### src/rtl/seq_pattern_detector_if.sv
// Bundle of configuration, serial-data and result signals for seq_pattern_detector.
// The master drives configuration and data; the detector (slave) returns the results.
interface seq_pattern_detector_if #(
  parameter int unsigned MAX_LEN = 8,
  parameter int unsigned LEN_W   = $clog2(MAX_LEN + 1),
  parameter int unsigned CNT_W   = 16
);
  logic               cfg_load;
  logic [MAX_LEN-1:0] cfg_pattern;
  logic [LEN_W-1:0]   cfg_len;
  logic               cfg_overlap;
  logic               in_valid;
  logic               data_in;
  logic               count_clr;
  logic               detect;
  logic [CNT_W-1:0]   match_count;
  logic               cfg_err;

  modport master (
    output cfg_load, cfg_pattern, cfg_len, cfg_overlap, in_valid, data_in, count_clr,
    input  detect, match_count, cfg_err
  );

  modport slave (
    input  cfg_load, cfg_pattern, cfg_len, cfg_overlap, in_valid, data_in, count_clr,
    output detect, match_count, cfg_err
  );
endinterface

### src/rtl/seq_pattern_detector.sv
// Runtime-programmable serial bit-pattern detector with overlap control,
// input qualification and a saturating match counter.
module seq_pattern_detector #(
  parameter int unsigned MAX_LEN = 8,
  parameter int unsigned LEN_W   = $clog2(MAX_LEN + 1),
  parameter int unsigned CNT_W   = 16
) (
  input logic                   clk,
  input logic                   reset,
  seq_pattern_detector_if.slave bus
);

  // Only the newest MAX_LEN-1 bits are kept; the candidate window adds the
  // incoming bit, so the oldest history bit would never be compared.
  logic [MAX_LEN-2:0] hist_q, hist_d;
  logic [LEN_W-1:0]   fill_q, fill_d;
  logic [MAX_LEN-1:0] pattern_q, pattern_d;
  logic [LEN_W-1:0]   len_q, len_d;
  logic               overlap_q, overlap_d;
  logic               err_q, err_d;
  logic               detect_q, detect_d;
  logic [CNT_W-1:0]   count_q, count_d;

  logic [MAX_LEN-1:0] cand;
  logic [MAX_LEN-1:0] mask;
  logic [LEN_W:0]     fill_inc;
  logic               accept;
  logic               match;
  logic               len_bad;

  always_comb begin
    cand = {hist_q, bus.data_in};
    for (int i = 0; i < int'(MAX_LEN); i++) begin
      mask[i] = (i < int'(len_q));
    end
    fill_inc = {1'b0, fill_q} + (LEN_W + 1)'(1);
    accept   = bus.in_valid && !bus.cfg_load && !err_q;
    match    = accept && (fill_inc >= {1'b0, len_q}) &&
               ((cand & mask) == (pattern_q & mask));
    len_bad  = (bus.cfg_len == '0) || (bus.cfg_len > LEN_W'(MAX_LEN));

    hist_d    = hist_q;
    fill_d    = fill_q;
    pattern_d = pattern_q;
    len_d     = len_q;
    overlap_d = overlap_q;
    err_d     = err_q;
    detect_d  = match;
    count_d   = count_q;

    if (bus.cfg_load) begin
      pattern_d = bus.cfg_pattern;
      len_d     = bus.cfg_len;
      overlap_d = bus.cfg_overlap;
      err_d     = len_bad;
      hist_d    = '0;
      fill_d    = '0;
      detect_d  = 1'b0;
    end else if (accept) begin
      hist_d = cand[MAX_LEN-2:0];
      if (match && !overlap_q) begin
        fill_d = '0;
      end else if (fill_q != LEN_W'(MAX_LEN)) begin
        fill_d = fill_inc[LEN_W-1:0];
      end
    end

    // Clear takes priority over a coincident match; the pulse still goes out.
    if (bus.count_clr) begin
      count_d = '0;
    end else if (match && (count_q != '1)) begin
      count_d = count_q + CNT_W'(1);
    end
  end

  always_ff @(posedge clk or posedge reset) begin
    if (reset) begin
      hist_q    <= '0;
      fill_q    <= '0;
      pattern_q <= '1;
      len_q     <= LEN_W'(3);
      overlap_q <= 1'b0;
      err_q     <= 1'b0;
      detect_q  <= 1'b0;
      count_q   <= '0;
    end else begin
      hist_q    <= hist_d;
      fill_q    <= fill_d;
      pattern_q <= pattern_d;
      len_q     <= len_d;
      overlap_q <= overlap_d;
      err_q     <= err_d;
      detect_q  <= detect_d;
      count_q   <= count_d;
    end
  end

  assign bus.detect      = detect_q;
  assign bus.match_count = count_q;
  assign bus.cfg_err     = err_q;

endmodule
### src/flat_wrapper.sv
// flat-port wrapper written by rule: the top's interface ports become plain ports
module seq_pattern_detector_flat 
#(
  parameter int unsigned MAX_LEN = 8,
  parameter int unsigned LEN_W   = $clog2(MAX_LEN + 1),
  parameter int unsigned CNT_W   = 16
)
  (clk, reset, bus_cfg_load, bus_cfg_pattern, bus_cfg_len, bus_cfg_overlap, bus_in_valid, bus_data_in, bus_count_clr, bus_detect, bus_match_count, bus_cfg_err);
  seq_pattern_detector_if #(.MAX_LEN(MAX_LEN), .LEN_W(LEN_W), .CNT_W(CNT_W)) bus_i ();
  input logic clk;
  input logic reset;
  input wire logic [$bits(bus_i.cfg_load)-1:0] bus_cfg_load;
  input wire logic [$bits(bus_i.cfg_pattern)-1:0] bus_cfg_pattern;
  input wire logic [$bits(bus_i.cfg_len)-1:0] bus_cfg_len;
  input wire logic [$bits(bus_i.cfg_overlap)-1:0] bus_cfg_overlap;
  input wire logic [$bits(bus_i.in_valid)-1:0] bus_in_valid;
  input wire logic [$bits(bus_i.data_in)-1:0] bus_data_in;
  input wire logic [$bits(bus_i.count_clr)-1:0] bus_count_clr;
  output wire logic [$bits(bus_i.detect)-1:0] bus_detect;
  output wire logic [$bits(bus_i.match_count)-1:0] bus_match_count;
  output wire logic [$bits(bus_i.cfg_err)-1:0] bus_cfg_err;
  assign bus_i.cfg_load = bus_cfg_load;
  assign bus_i.cfg_pattern = bus_cfg_pattern;
  assign bus_i.cfg_len = bus_cfg_len;
  assign bus_i.cfg_overlap = bus_cfg_overlap;
  assign bus_i.in_valid = bus_in_valid;
  assign bus_i.data_in = bus_data_in;
  assign bus_i.count_clr = bus_count_clr;
  assign bus_detect = bus_i.detect;
  assign bus_match_count = bus_i.match_count;
  assign bus_cfg_err = bus_i.cfg_err;
  seq_pattern_detector #(.MAX_LEN(MAX_LEN), .LEN_W(LEN_W), .CNT_W(CNT_W)) u_core (.clk(clk), .reset(reset), .bus(bus_i));
endmodule
### config.mk
export PLATFORM = sky130hd
export DESIGN_NAME = seq_pattern_detector_flat
export DESIGN_NICKNAME = d
export VERILOG_FILES = /design/src/rtl/seq_pattern_detector_if.sv /design/src/rtl/seq_pattern_detector.sv /design/src/flat_wrapper.sv
export SDC_FILE = /design/constraint.sdc
export NUM_CORES = 1
export LEC_CHECK = 0
export ABC_AREA = 1
export CAP_MARGIN = 30
export CORE_UTILIZATION = 35
export CTS_CLUSTER_DIAMETER = 40
export CTS_CLUSTER_SIZE = 20
export DETAILED_ROUTE_END_ITERATION = 10
export MAX_ROUTING_LAYER = met4
export PLACE_DENSITY_LB_ADDON = 0.2
export SETUP_SLACK_MARGIN = 0.15
export SLEW_MARGIN = 20
export SYNTH_ARGS = -nofsm -noshare
export SYNTH_HDL_FRONTEND = slang
export SYNTH_SLANG_ARGS = --single-unit
### constraint.sdc
create_clock -name clk -period 2.7 [get_ports clk]
set_input_delay 0.81 -clock clk [delete_from_list [all_inputs] [get_ports clk]]
set_output_delay 0.81 -clock clk [all_outputs]
set_load 0.05 [all_outputs]
# --- After elaboration in Yosys (flattened, before gate mapping) ---
# Cells that the tools add are included.
word_totals:
  reg_bits: 42
  input_bits: 19
  output_inout_bits: 18
  elab_cells: 49
classes:
  add_sub_neg: 2
  order_cmp: 10
  eq_ne: 3
  n_mux: 9
  bitwise_logic: 2
  reduce_logical: 15
ops:
  columns: ["cell", "count"]
  rows:
  - ["$mux W16", 2]
  - ["$add A16 B1 Y16 const B", 1]
  - ["$and A8 B8 Y8", 2]
  - ["$lt A3 B4 Y1 const A", 4]
  - ["$mux W4", 4]
  - ["$ne A16 B16 Y1 const B", 1]
  - ["$mux W7", 2]
  - ["$eq A8 B8 Y1", 1]
  - ["$lt A1 B4 Y1 const A", 2]
  - ["$lt A2 B4 Y1 const A", 2]
  - ["$logic_and A1 B1 Y1", 6]
  - ["$add A4 B1 Y5 const B", 1]
  - ["$ge A5 B4 Y1", 1]
  - ["$gt A4 B4 Y1 const B", 1]
  - ["$logic_not A4 Y1", 1]
  - ["$ne A4 B4 Y1 const B", 1]
  - ["$reduce_bool A2 Y1", 2]
  - ["$logic_not A1 Y1", 3]
  - ["$reduce_bool A3 Y1", 1]
  - ["$reduce_and A2 Y1", 1]
  - ["$logic_or A1 B1 Y1", 1]
  - ["$mux W1", 1]

# --- Logic depth before layout (Yosys ltp) ---
# Gate-level depths: netlist of run 1.
logic_depth:
  word_depth: 9
  ltp_mapped: 16
  mapped_depth_nobuf: 16

# --- Worst setup path before layout of run 1 ---
# Ideal clock, no wire load.
synth_path:
  kind: "reg2reg"
  startpoint: "register u_core.fill_q[0]"
  endpoint: "register u_core.count_q[4] (netlist: u_core.bus.match_count[4])"
  setup_ns: 0.121
  arrival_time_ns: 1.930
  t_required_ns: 2.579
  path_slack_ns: 0.649
  stages_incl_launch_ff: 15
  n_path_buf: 1
  synth_period_minus_slack_ns: 2.051
  path_cell_list: "dfrtp_1 -> ha_1 -> xor2_1 -> ha_1 -> a21oi_1 -> nand2_1 -> nand2_1 -> nand2_1 -> nand2_1 -> nor2_4 -> nand2_4 -> nand2_8 -> buf_8 -> nand2_2 -> o21ai_2"
synth_via:
  elab_chain_cells: 6
synth_rtl:
  columns: ["item", "line_no", "source"]
  rows:
  - ["start: declaration", "seq_pattern_detector.sv:16", "logic [LEN_W-1:0] fill_q, fill_d;"]
  - ["start signal: assignment", "seq_pattern_detector.sv:88", "fill_q <= fill_d;"]
  - ["$add A4 B1 Y5", "seq_pattern_detector.sv:36", "fill_inc = {1'b0, fill_q} + (LEN_W + 1)'(1);"]
  - ["$ge A5 B4 Y1", "seq_pattern_detector.sv:38", "match = accept && (fill_inc >= {1'b0, len_q}) &&"]
  - ["$logic_and A1 B1 Y1 (2 in a row)", "seq_pattern_detector.sv:38", null]
  - ["$logic_and A1 B1 Y1", "seq_pattern_detector.sv:71", "end else if (match && (count_q != '1)) begin"]
  - ["$reduce_bool A2 Y1 (no line)", null, null]
  - ["end signal: assignment", "seq_pattern_detector.sv:94", "count_q <= count_d;"]
  - ["end: declaration", "seq_pattern_detector.sv:22", "logic [CNT_W-1:0] count_q, count_d;"]
# Every way passes these cells.
# A chain may end at the register's enable or synchronous reset.

# --- Worst setup path after layout of run 1 ---
layout_path:
  startpoint: "register u_core.count_q[11] (netlist: u_core.bus.match_count[11])"
  endpoint: "output bus_match_count[11]"
layout_rtl:
  columns: ["item", "line_no", "source"]
  rows:
  - ["end: declaration", "flat_wrapper.sv:20", "output wire logic [$bits(bus_i.match_count)-1:0] bus_match_count;"]
# No word-level cell between the ends.

==> metrics.yaml, run 1 <==
setup_path:
  slowest_delay_ns: 0.85
  critPathLaunchType: "flip-flop"
  reg2reg_slack_ns: 0.40
  end_kind: "output port"
  r2r_cells: 13
  crit_arrival_ns: 1.65
  crit_fanout: 6
  crit_chain: "clkdlybuf4s50_1"
  crit_type: "flip-flop to output port"
  required_ns: 1.89
  crit_slowest_cell: "clkdlybuf4s50_1"
  reg2reg_from: "u_core.fill_q[0]"
  rr_endpoint: "u_core.bus.match_count[13]"
  critPathTopFamily: "buffers and inverters"
  crit_buf_inv: 1
timing:
  skew_ns: 0.01478
  hold_violations: 0
  maxSlewHeadroom_pct: 62.21
  drv_slew: 0
  period_needed_ns: 2.460
  fin_crit_sh_pct: 91.12
  tightest_slew_ns: 0.5669
  rsz0062_at_grt: "false"
  fin_ws_ns: 0.2397
  tns_ns: 0
  fmax_mhz: 406.5
  setup_viol: 0
placed_design:
  pre_cts_slack_ns: 0.2010
  hpwl_um: 4011
  placed_area_um2: 2945
  port_buffers: 36
  gp_congestion: 0.8555
pwr:
  p_leak_nw: 1.386
  vdd_drop_max_uv: 192.0
  p_per_area_nw_per_um2: 434.0
clocking:
  cts_resized: 0
  cts_tree: "yes"
  htreeDepth: 2
  path_clk_slew_ns: 0.10
  post-cts-setup-buffers: 0
  cts_max_path_buffers: 2
  cts-root-buf: "clkbuf_8"
  holdBufCountCts: 0
  numCtsBuffers: 5
  clock_sinks: 42
  clkLatencyLatePin_ns: 0.31
floorplan:
  die_area_um2: 7455
  rows: 30
  io_pins: 37
  initial_utilization_pct: 36.45
  fp.dieW_um: 86.35
  die_h_um: 86.35
  core_um2: 6832
global_route:
  grt_usage_pct: 16.14
  antenna_found_initial: 0
  grt_max_degree: 43
  grt_pass1_wl_um: 9183
  grt-ovfl-total: 0
  grt_pass1_vias: 2024
synth:
  synth_area_leader_cell: "dfrtp_1"
  synth_area_leaders: "dfrtp_1 (32%), nand2_1 (16%), dfstp_2 (11%), inv_1 (5.6%), xor2_1 (5.3%)"
  synthArstFlopShare_pct: 100.0
  ys_seq_area_share_pct: 42.71
  synth_warnings: 0
  synthCells: 322
  synthFlopType: "dfrtp_1"
  postSynthAreaPerCell_um2: 7.733
  synthesis.nets: 348
  synth-edff-count: 0
  synth_area_um2: 2490
  synth.distinct_cells: 30
  ys_ff_latch: 42
  yosysTopAreaCellShare_pct: 32.16
min_path:
  hold_start: "u_core.fill_q[3]"
  whs_path_depth: 2
  min_path_type: "flip-flop to flip-flop"
  hold-path-endpoint: "u_core.fill_q[3]"
drt:
  vias: 2156
  wirelength_um: 5553
  first_pass_iters: 4
  drc: 0
  drt_iter0_drc: 103
  routed_via_density: 4.697
  post_drt_wl_per_cell_um: 12.10
  postRouteAntennaNets: 0
job:
  drv_cap: 0
layout:
  diodes: 0
  regArea_um2: 1064
  num-fill-cells: 721
  area_growth_pct: 22.01
  postLayoutCellArea_um2: 3038
  layout-drive-gt1-share_pct: 12.95
  nets: 388
  multi_input_area_um2: 1221
status:
  status: "complete, no violations"
==> state kept, by name (all words and copies together) (netlist names) <==
signal                  cells
u_core.bus.cfg_err          1
u_core.bus.detect           1
u_core.bus.match_count     16
u_core.fill_q               4
u_core.hist_q               7
u_core.len_q                4
u_core.overlap_q            1
u_core.pattern_q            8
==> per-stage QoR <==
| step | hold slack, ns | util (%) | instances | total power (W) |
|---|---|---|---|---|
| finish | 0.4852 | 44.47 | 459 | 0.001319 |
| global route | 0.5125 | 44.47 | 459 | 0.001383 |
| CTS | 0.4887 | 44.47 | 459 | 0.001337 |
| detailed placement | 0.4676 | 43.11 | 451 | 0.0008987 |
| global placement | 0.4564 | 43.11 | 451 | 0.0008962 |
| floorplan | 0.4419 | - | 322 | 0.0008291 |
==> worst max-delay path by stage <==
stage / startpoint / to / slack, ns / depth (start not counted)
floorplan: u_core.fill_q[0] / u_core.bus.match_count[4] / 0.65 / 14
finish: u_core.bus.match_count[11] / bus_match_count[11] / 0.24 / 1
CTS: u_core.bus.match_count[11] / bus_match_count[11] / 0.23 / 1
global route: u_core.fill_q[0] / u_core.fill_q[0] / 0.17 / 16
detailed placement: bus_data_in / u_core.fill_q[1] / 0.20 / 14
global placement: bus_cfg_load / u_core.fill_q[1] / 0.19 / 7
==> power by group <==
| group | switching (W) | total (W) | internal [W] |
|---|---|---|---|
| Combinational | 0.000121 | 0.000197 | 0.0000762 |
| Clock | 0.000250 | 0.000435 | 0.000185 |
| Sequential | 0.0000218 | 0.000686 | 0.000664 |
| Total | 0.000393 | 0.00132 | 0.000926 |
==> layout make-up <==
type                            instances  area share [%]
Timing Repair Buffer                   40           12.85
Inverter                               40           4.942
Clock inverter                          3          0.7825
Sequential cell                        42           35.01
Clock buffer                            5           2.265
Tap cell                               96           3.954
Multi-Input combinational cell        233           40.20
==> cells in the final DEF (no fill, tap or decap) <==
cell type,synthesis,final
dfrtp_1,32,32
nand2_4,1,1
nor2_1,27,27
nor2_4,1,1
nor4_1,1,1
buf_4,0,4
clkbuf_8,0,5
xor2_1,15,15
inv_2,3,3
nand2_1,106,106
nand3_2,3,3
dfstp_2,10,10
o21bai_1,1,1
nor3_1,8,8
clkdlybuf4s50_1,0,36
xnor2_1,2,2
nand2_8,1,1
o22ai_1,7,7
o21ai_2,8,8
o21ai_0,12,12
nand2_2,5,5
nand4_1,3,3
nor3_2,1,1
nand3_1,20,20
nor3b_1,1,1
nor2_2,2,2
inv_6,0,1
ha_1,7,7
clkinvlp_4,0,2
inv_1,37,37
a21oi_1,1,1
==> kinds of logic (layout without fill, tap and decap cells) <==
logic type | Yosys count | after routing | synth area share [%]
xor+xnor | 17 | 17 | 5.980
fa+ha+maj | 7 | 7 | 3.517
compound gates | 29 | 29 | 7.487
flops | 42 | 42 | 42.71
simple gates | 180 | 180 | 32.06
buf+inv | 47 | 88 | 8.241
==> layer usage <==
metal / part of all wire [%] / wire length, um / global-route usage, %
met1: 47 / 2590 / 19.99
met2: 48 / 2643 / 26.70
met3: 4.2 / 235 / 3.048
met4: 1.5 / 84 / 5.152
met5: 0 / 0 / -
==> cell usage after synthesis, types with 5 or more instances <==
cell type and number:
o21ai_0 12, ha_1 7, nand3_1 20, dfstp_2 10, nand2_1 106, inv_1 37
xor2_1 15, nand2_2 5, dfrtp_1 32, o22ai_1 7, nor2_1 27, o21ai_2 8
nor3_1 8
Power figures use the tool's default switching activity.
==> inputs of run 2 (changes only) <==
- SETUP_SLACK_MARGIN: 0.15 -> 0.02
==> results of run 2 <==
Same layout as run 1: the final DEF is identical, and so are final timing and power.
==> inputs of run 3 (changes only) <==
- CTS_CLUSTER_SIZE: 20 -> not set
==> results of run 3 <==
Same layout as run 1: the final DEF is identical, and so are final timing and power.
==> RTL change 1: new RTL, settings of run 3 <==
`MAX_LEN` is set to 8 in 3 places; all go to 16.
--- a/src/rtl/seq_pattern_detector_if.sv
+++ b/src/rtl/seq_pattern_detector_if.sv
@@ -2,5 +2,5 @@
 // The master drives configuration and data; the detector (slave) returns the results.
 interface seq_pattern_detector_if #(
-  parameter int unsigned MAX_LEN = 8,
+  parameter int unsigned MAX_LEN = 16,
   parameter int unsigned LEN_W   = $clog2(MAX_LEN + 1),
   parameter int unsigned CNT_W   = 16
--- a/src/rtl/seq_pattern_detector.sv
+++ b/src/rtl/seq_pattern_detector.sv
@@ -2,5 +2,5 @@
 // input qualification and a saturating match counter.
 module seq_pattern_detector #(
-  parameter int unsigned MAX_LEN = 8,
+  parameter int unsigned MAX_LEN = 16,
   parameter int unsigned LEN_W   = $clog2(MAX_LEN + 1),
   parameter int unsigned CNT_W   = 16
--- a/src/flat_wrapper.sv
+++ b/src/flat_wrapper.sv
@@ -2,5 +2,5 @@
 module seq_pattern_detector_flat 
 #(
-  parameter int unsigned MAX_LEN = 8,
+  parameter int unsigned MAX_LEN = 16,
   parameter int unsigned LEN_W   = $clog2(MAX_LEN + 1),
   parameter int unsigned CNT_W   = 16
Interface: changed (resized bus_cfg_len and bus_cfg_pattern); port bits go from 37 to 46. The function was not compared with the original's and may differ.
==> RTL change 1 against run 3 <==
  * Final area rose by 40%
  * Power rose by 64%
  * Non-clock buffer count up 15
  * Highest routed layer unchanged
  * Synthesized area rose by 38%
  * Sequential cell count increased by 18
  * Synthesized cell count rose by 34%
  * Setup slack worse by 0.010 ns
  * Critical path depth unchanged
  * Largest power group unchanged
  * Routed wire length rose by 43%
  * Via count is 36% higher
==> RTL change 1: results (changes against run 3) <==
----------------------------------------------------
[Global route]
  Global-route wire length before repair ... 13.4 mm (was 9.18 mm)
  Met1 capacity usage during global routing ... 23.9% (was 20.0%)
  Number of global-route vias before repair ... 2792 (was 2024)
  GRT Util Overall ... 17.5% (was 16.1%)

[Drt]
  Initial DRC count ... 120 (was 103)
  Via count ... 2932 (was 2156)
  Routed WL per cell ... 12.8 um (was 12.1 um)

[Layout]
  Number of inserted filler cells in the final layout ... 982 (was 721)
  Share of final-layout standard cells stronger than drive strength 1 ... 13.7% (was 12.9%)
  Final net count ... 521 (was 388)

[Placement]
  Port-buffer cells ... 45 (was 36)
  Global placer's final weighted congestion ... 0.852 (was 0.856)

[Timing]
  Fraction of the cycle the final worst path needs ... 91.5% (was 91.1%)
  Hold Slack ... 0.471 ns (was 0.485 ns)
  Remaining max-slew budget at the tightest pin ... 64.9% (was 62.2%)
  Post-route clock skew ... 0.0162 ns (was 0.0148 ns)

[Worst setup path]
  Worst setup path endpoint ... bus_match_count[7] (was bus_match_count[11])
  Reg2reg end ... u_core.bus.match_count[10] (was u_core.bus.match_count[13])
  Maximum fanout encountered on the critical timing path ... 5 (was 6)
  Worst reg2reg path depth ... 14 (was 13)
  FF-to-FF setup slack ... 0.43 ns (was 0.40 ns)

[Power and ir drop]
  Worst vdd rail ir drop ... 0.000264 V (was 0.000192 V)
  Clock network power share ... 41.7% (was 33.0%)
  LEAKAGE ... 2.12 nW (was 1.39 nW)

[Run status]
  Run status ... finished clean (unchanged)

[Yosys]
  Leading post-synthesis cells by cell area ... dfrtp_1 (31%), dfstp_2 (14%), nand2_1 (12%), inv_1 (7.1%), xor2_1 (5.1%) (was dfrtp_1 (32%), nand2_1 (16%), dfstp_2 (11%), inv_1 (5.6%), xor2_1 (5.3%))
  Net count after synthesis ... 468 (was 348)
  Most numerous cell types in the synthesized netlist ... nand2_1 (112), inv_1 (65), dfrtp_1 (42), nor2_1 (31), nand3_1 (28) (was nand2_1 (106), inv_1 (37), dfrtp_1 (32), nor2_1 (27), nand3_1 (20))
  Synth unique cells ... 32 (was 30)

[Clock tree]
  Clock latency reported for the late side of the worst-skew pair ... 0.34 ns (was 0.31 ns)
  Number of buffers created by CTS ... 9 (was 5)
  CTS H-tree lvls ... 3 (was 2)
  Register clock-pin slew on the reported worst setup and hold paths ... 0.07 ns (was 0.10 ns)

----------------------------------------------------
[RTL change 1: metrics by stage]
| step | instance area, um2 | instances |
|---|---|---|
| 2_1_floorplan | 3430 | 432 |
| 3_3_place_gp | 4050 | 603 |
| 3_5_place_dp | 4050 | 603 |
| 4_1_cts | 4260 | 619 |
| 5_1_grt | 4260 | 619 |
| 6_report | 4260 | 619 |
[RTL change 1: worst min path at each step]
stage                    startpoint                    to  cells past startpoint
6_report       u_core.pattern_q[14]  u_core.pattern_q[14]                      2
3_3_place_gp    u_core.pattern_q[8]   u_core.pattern_q[8]                      2
2_1_floorplan   u_core.pattern_q[0]   u_core.pattern_q[0]                      2
5_1_grt         u_core.pattern_q[0]   u_core.pattern_q[0]                      2
3_5_place_dp    u_core.pattern_q[0]   u_core.pattern_q[0]                      2
4_1_cts         u_core.pattern_q[0]   u_core.pattern_q[0]                      2
[RTL change 1: tightest hold or removal path, cell delays in order (launching register included)]
cell and delay, ns:
dfstp_2 0.37, nand2_1 0.06, nand2_1 0.04
[RTL change 1: routing by layer]
layer	vias up	part of all wire, %	wire, um
met5	-	0	0
met4	0	1.9	150
met3	13	3.1	246
met2	52	43	3440
met1	1371	52	4080
li1	1496	-	-
[RTL change 1: final cells by class]
type	count	area, um2	share of cell area (%)
inverter	68	256	6.02
tap	129	161	3.79
clock inverter	4	72.6	1.70
sequential	60	1520	35.7
timing repair buffer	55	526	12.3
multi-input combinational	291	1580	37.0
clock buffer	12	145	3.40
[RTL change 1: kinds of logic (layout without fill, tap and decap cells)]
kind of cell	count (synthesis)	after routing	synth area share, %
xor gates and xnor gates	22	22	5.62
DFF	60	60	44.4
buffers and inverters	81	139	9.59
AOI/OAI and AO/OA	43	43	6.97
adders and majority gates	8	8	2.92
and+or+nand+nor	218	218	30.5
==> RTL change 2: new RTL, config.mk and constraints of run 3 <==
Made on the original files. Make the reset (`reset`) synchronous in one clocked block.
--- a/src/rtl/seq_pattern_detector.sv
+++ b/src/rtl/seq_pattern_detector.sv
@@ -74,5 +74,5 @@
   end
 
-  always_ff @(posedge clk or posedge reset) begin
+  always_ff @(posedge clk) begin
     if (reset) begin
       hist_q    <= '0;
Function: differs if reset is asserted again (counterexample within 4 cycles, from zero or initial values and one cycle with reset high); with reset held inactive, the same outputs for 10 cycles.
==> RTL change 2 against run 3 <==
  * Final area down 2.5%
  * Sequential cell count did not move
  * Final cell count up 1.1%
  * Largest power group unchanged
  * Synthesized area shrank 3.2%
  * Power down 0.23%
  * Utilization grew 1.1 points
  * Synthesized cell count up 7.5%
  * Critical endpoint is now bus_match_count[0]
  * Routed wire length down 2.6%
  * Global-route usage is 0.87 points higher
  * Setup slack improved by 0.027 ns
==> RTL change 2: results (changes against run 3) <==
----------------------------------------------------
[Run status]
  Run status ... finished clean (unchanged)

[Drt]
  Routed WL per cell ... 11.7 um (was 12.1 um)

[Placement]
  Post-DP Area ... 2850 um2 (was 2950 um2)
  Global placer's final weighted congestion ... 0.844 (was 0.856)

[Global route]
  Global-route wire length before repair ... 9.53 mm (was 9.18 mm)
  Number of global-route vias before repair ... 2088 (was 2024)

[Yosys]
  Area share of the largest cell type after synthesis ... 34.9% (was 32.2%)
  Leading post-synthesis cells by cell area ... dfxtp_1 (35%), nand2_1 (14%), inv_1 (6.1%), o21ai_0 (4.8%), nor2_1 (4.7%) (was dfrtp_1 (32%), nand2_1 (16%), dfstp_2 (11%), inv_1 (5.6%), xor2_1 (5.3%))
  Synth unique cells ... 34 (was 30)
  Net count after synthesis ... 372 (was 348)
  Async SR Flop Fraction ... 0% (was 100%)

[Layout]
  Sequential share of cell area ... 28.4% (was 35.0%)
  Share of final layout cell area taken by non-clock buffers ... 13.4% (was 12.9%)
  Signal buffers ... 41 (was 40)
  Final net count ... 412 (was 388)
  Sequential Area ... 841 um2 (was 1060 um2)
  Multi-input gate count ... 250 (was 233)
  Proportion of cell area occupied by multi-input gates ... 45.2% (was 40.2%)
  Clock-cell share of area ... 3.72% (was 3.05%)

[Power and ir drop]
  Sequential power share ... 49.5% (was 52.0%)
  Power Combinational ... 0.161 mW (was 0.197 mW)
  LEAKAGE ... 1.21 nW (was 1.39 nW)
  Switching Share ... 25.3% (was 29.8%)

[Worst setup path]
  Arrival time worst endpoint ... 1.62 ns (was 1.65 ns)

[Timing]
  Post-route clock skew ... 0.00470 ns (was 0.0148 ns)

----------------------------------------------------
RTL change 2: cell types whose count changed in the layout (fill, tap and decap cells not counted), sizes merged, moves of 3 or more:
cell   change
a21oi     +31
dfrtp     -32
dfstp     -10
dfxtp     +42
inv        +4
nand2      -8
nand3      -5
nor2       +8
o21ai      +3
o22ai      -6
xor2       -4
RTL change 2: logic make-up after synthesis:
group	Yosys count	synth area share, %
adder cells (fa/ha/maj)	7	3.63
AO/OA/AOI/OAI	59	14.3
AND/OR/NAND/NOR	172	33.3
buffers and inverters	54	9.60
flip-flops	42	34.9
XOR/XNOR	12	4.36
RTL change 2: path summary, 6_finish.rpt:
path	cells after the start	start	end	slack, ns
hold / removal	2	u_core.hist_q[6]	u_core.hist_q[6]	0.47
setup reg to reg	13	u_core.fill_q[0]	u_core.bus.match_count[15]	0.47
setup / recovery	1	u_core.bus.match_count[0]	bus_match_count[0]	0.27
hold reg to reg	2	u_core.hist_q[6]	u_core.hist_q[6]	0.47
RTL change 2: worst reg2reg max path: stages (launching register included):
cell and delay [ns]:
dfxtp_1 0.43, inv_1 0.08, ha_1 0.32, ha_1 0.28, nand2_1 0.05, nand2_1 0.05, nand2_1 0.04, nand2_1 0.11
nand2_4 0.08, nor2_8 0.13, nand2_4 0.15, inv_6 0.19, o21ai_0 0.13, a21oi_2 0.12
RTL change 2: metrics by stage:
stage	utilization, %	hold WS, ns	total power [mW]
finish	45.6	0.470	1.32
detailed placement	43.9	0.459	0.828
global route	45.6	0.512	1.39
global placement	43.9	0.457	0.826
floorplan	-	0.444	0.767
CTS	45.6	0.473	1.34
RTL change 2: metal layers:
layer,share of wire (%),vias up,track usage (%)
li1,-,1174,-
met1,51,963,22.2
met2,44,42,26.4
met3,4.2,5,3.60
met4,1.0,0,5.24
met5,0,-,-
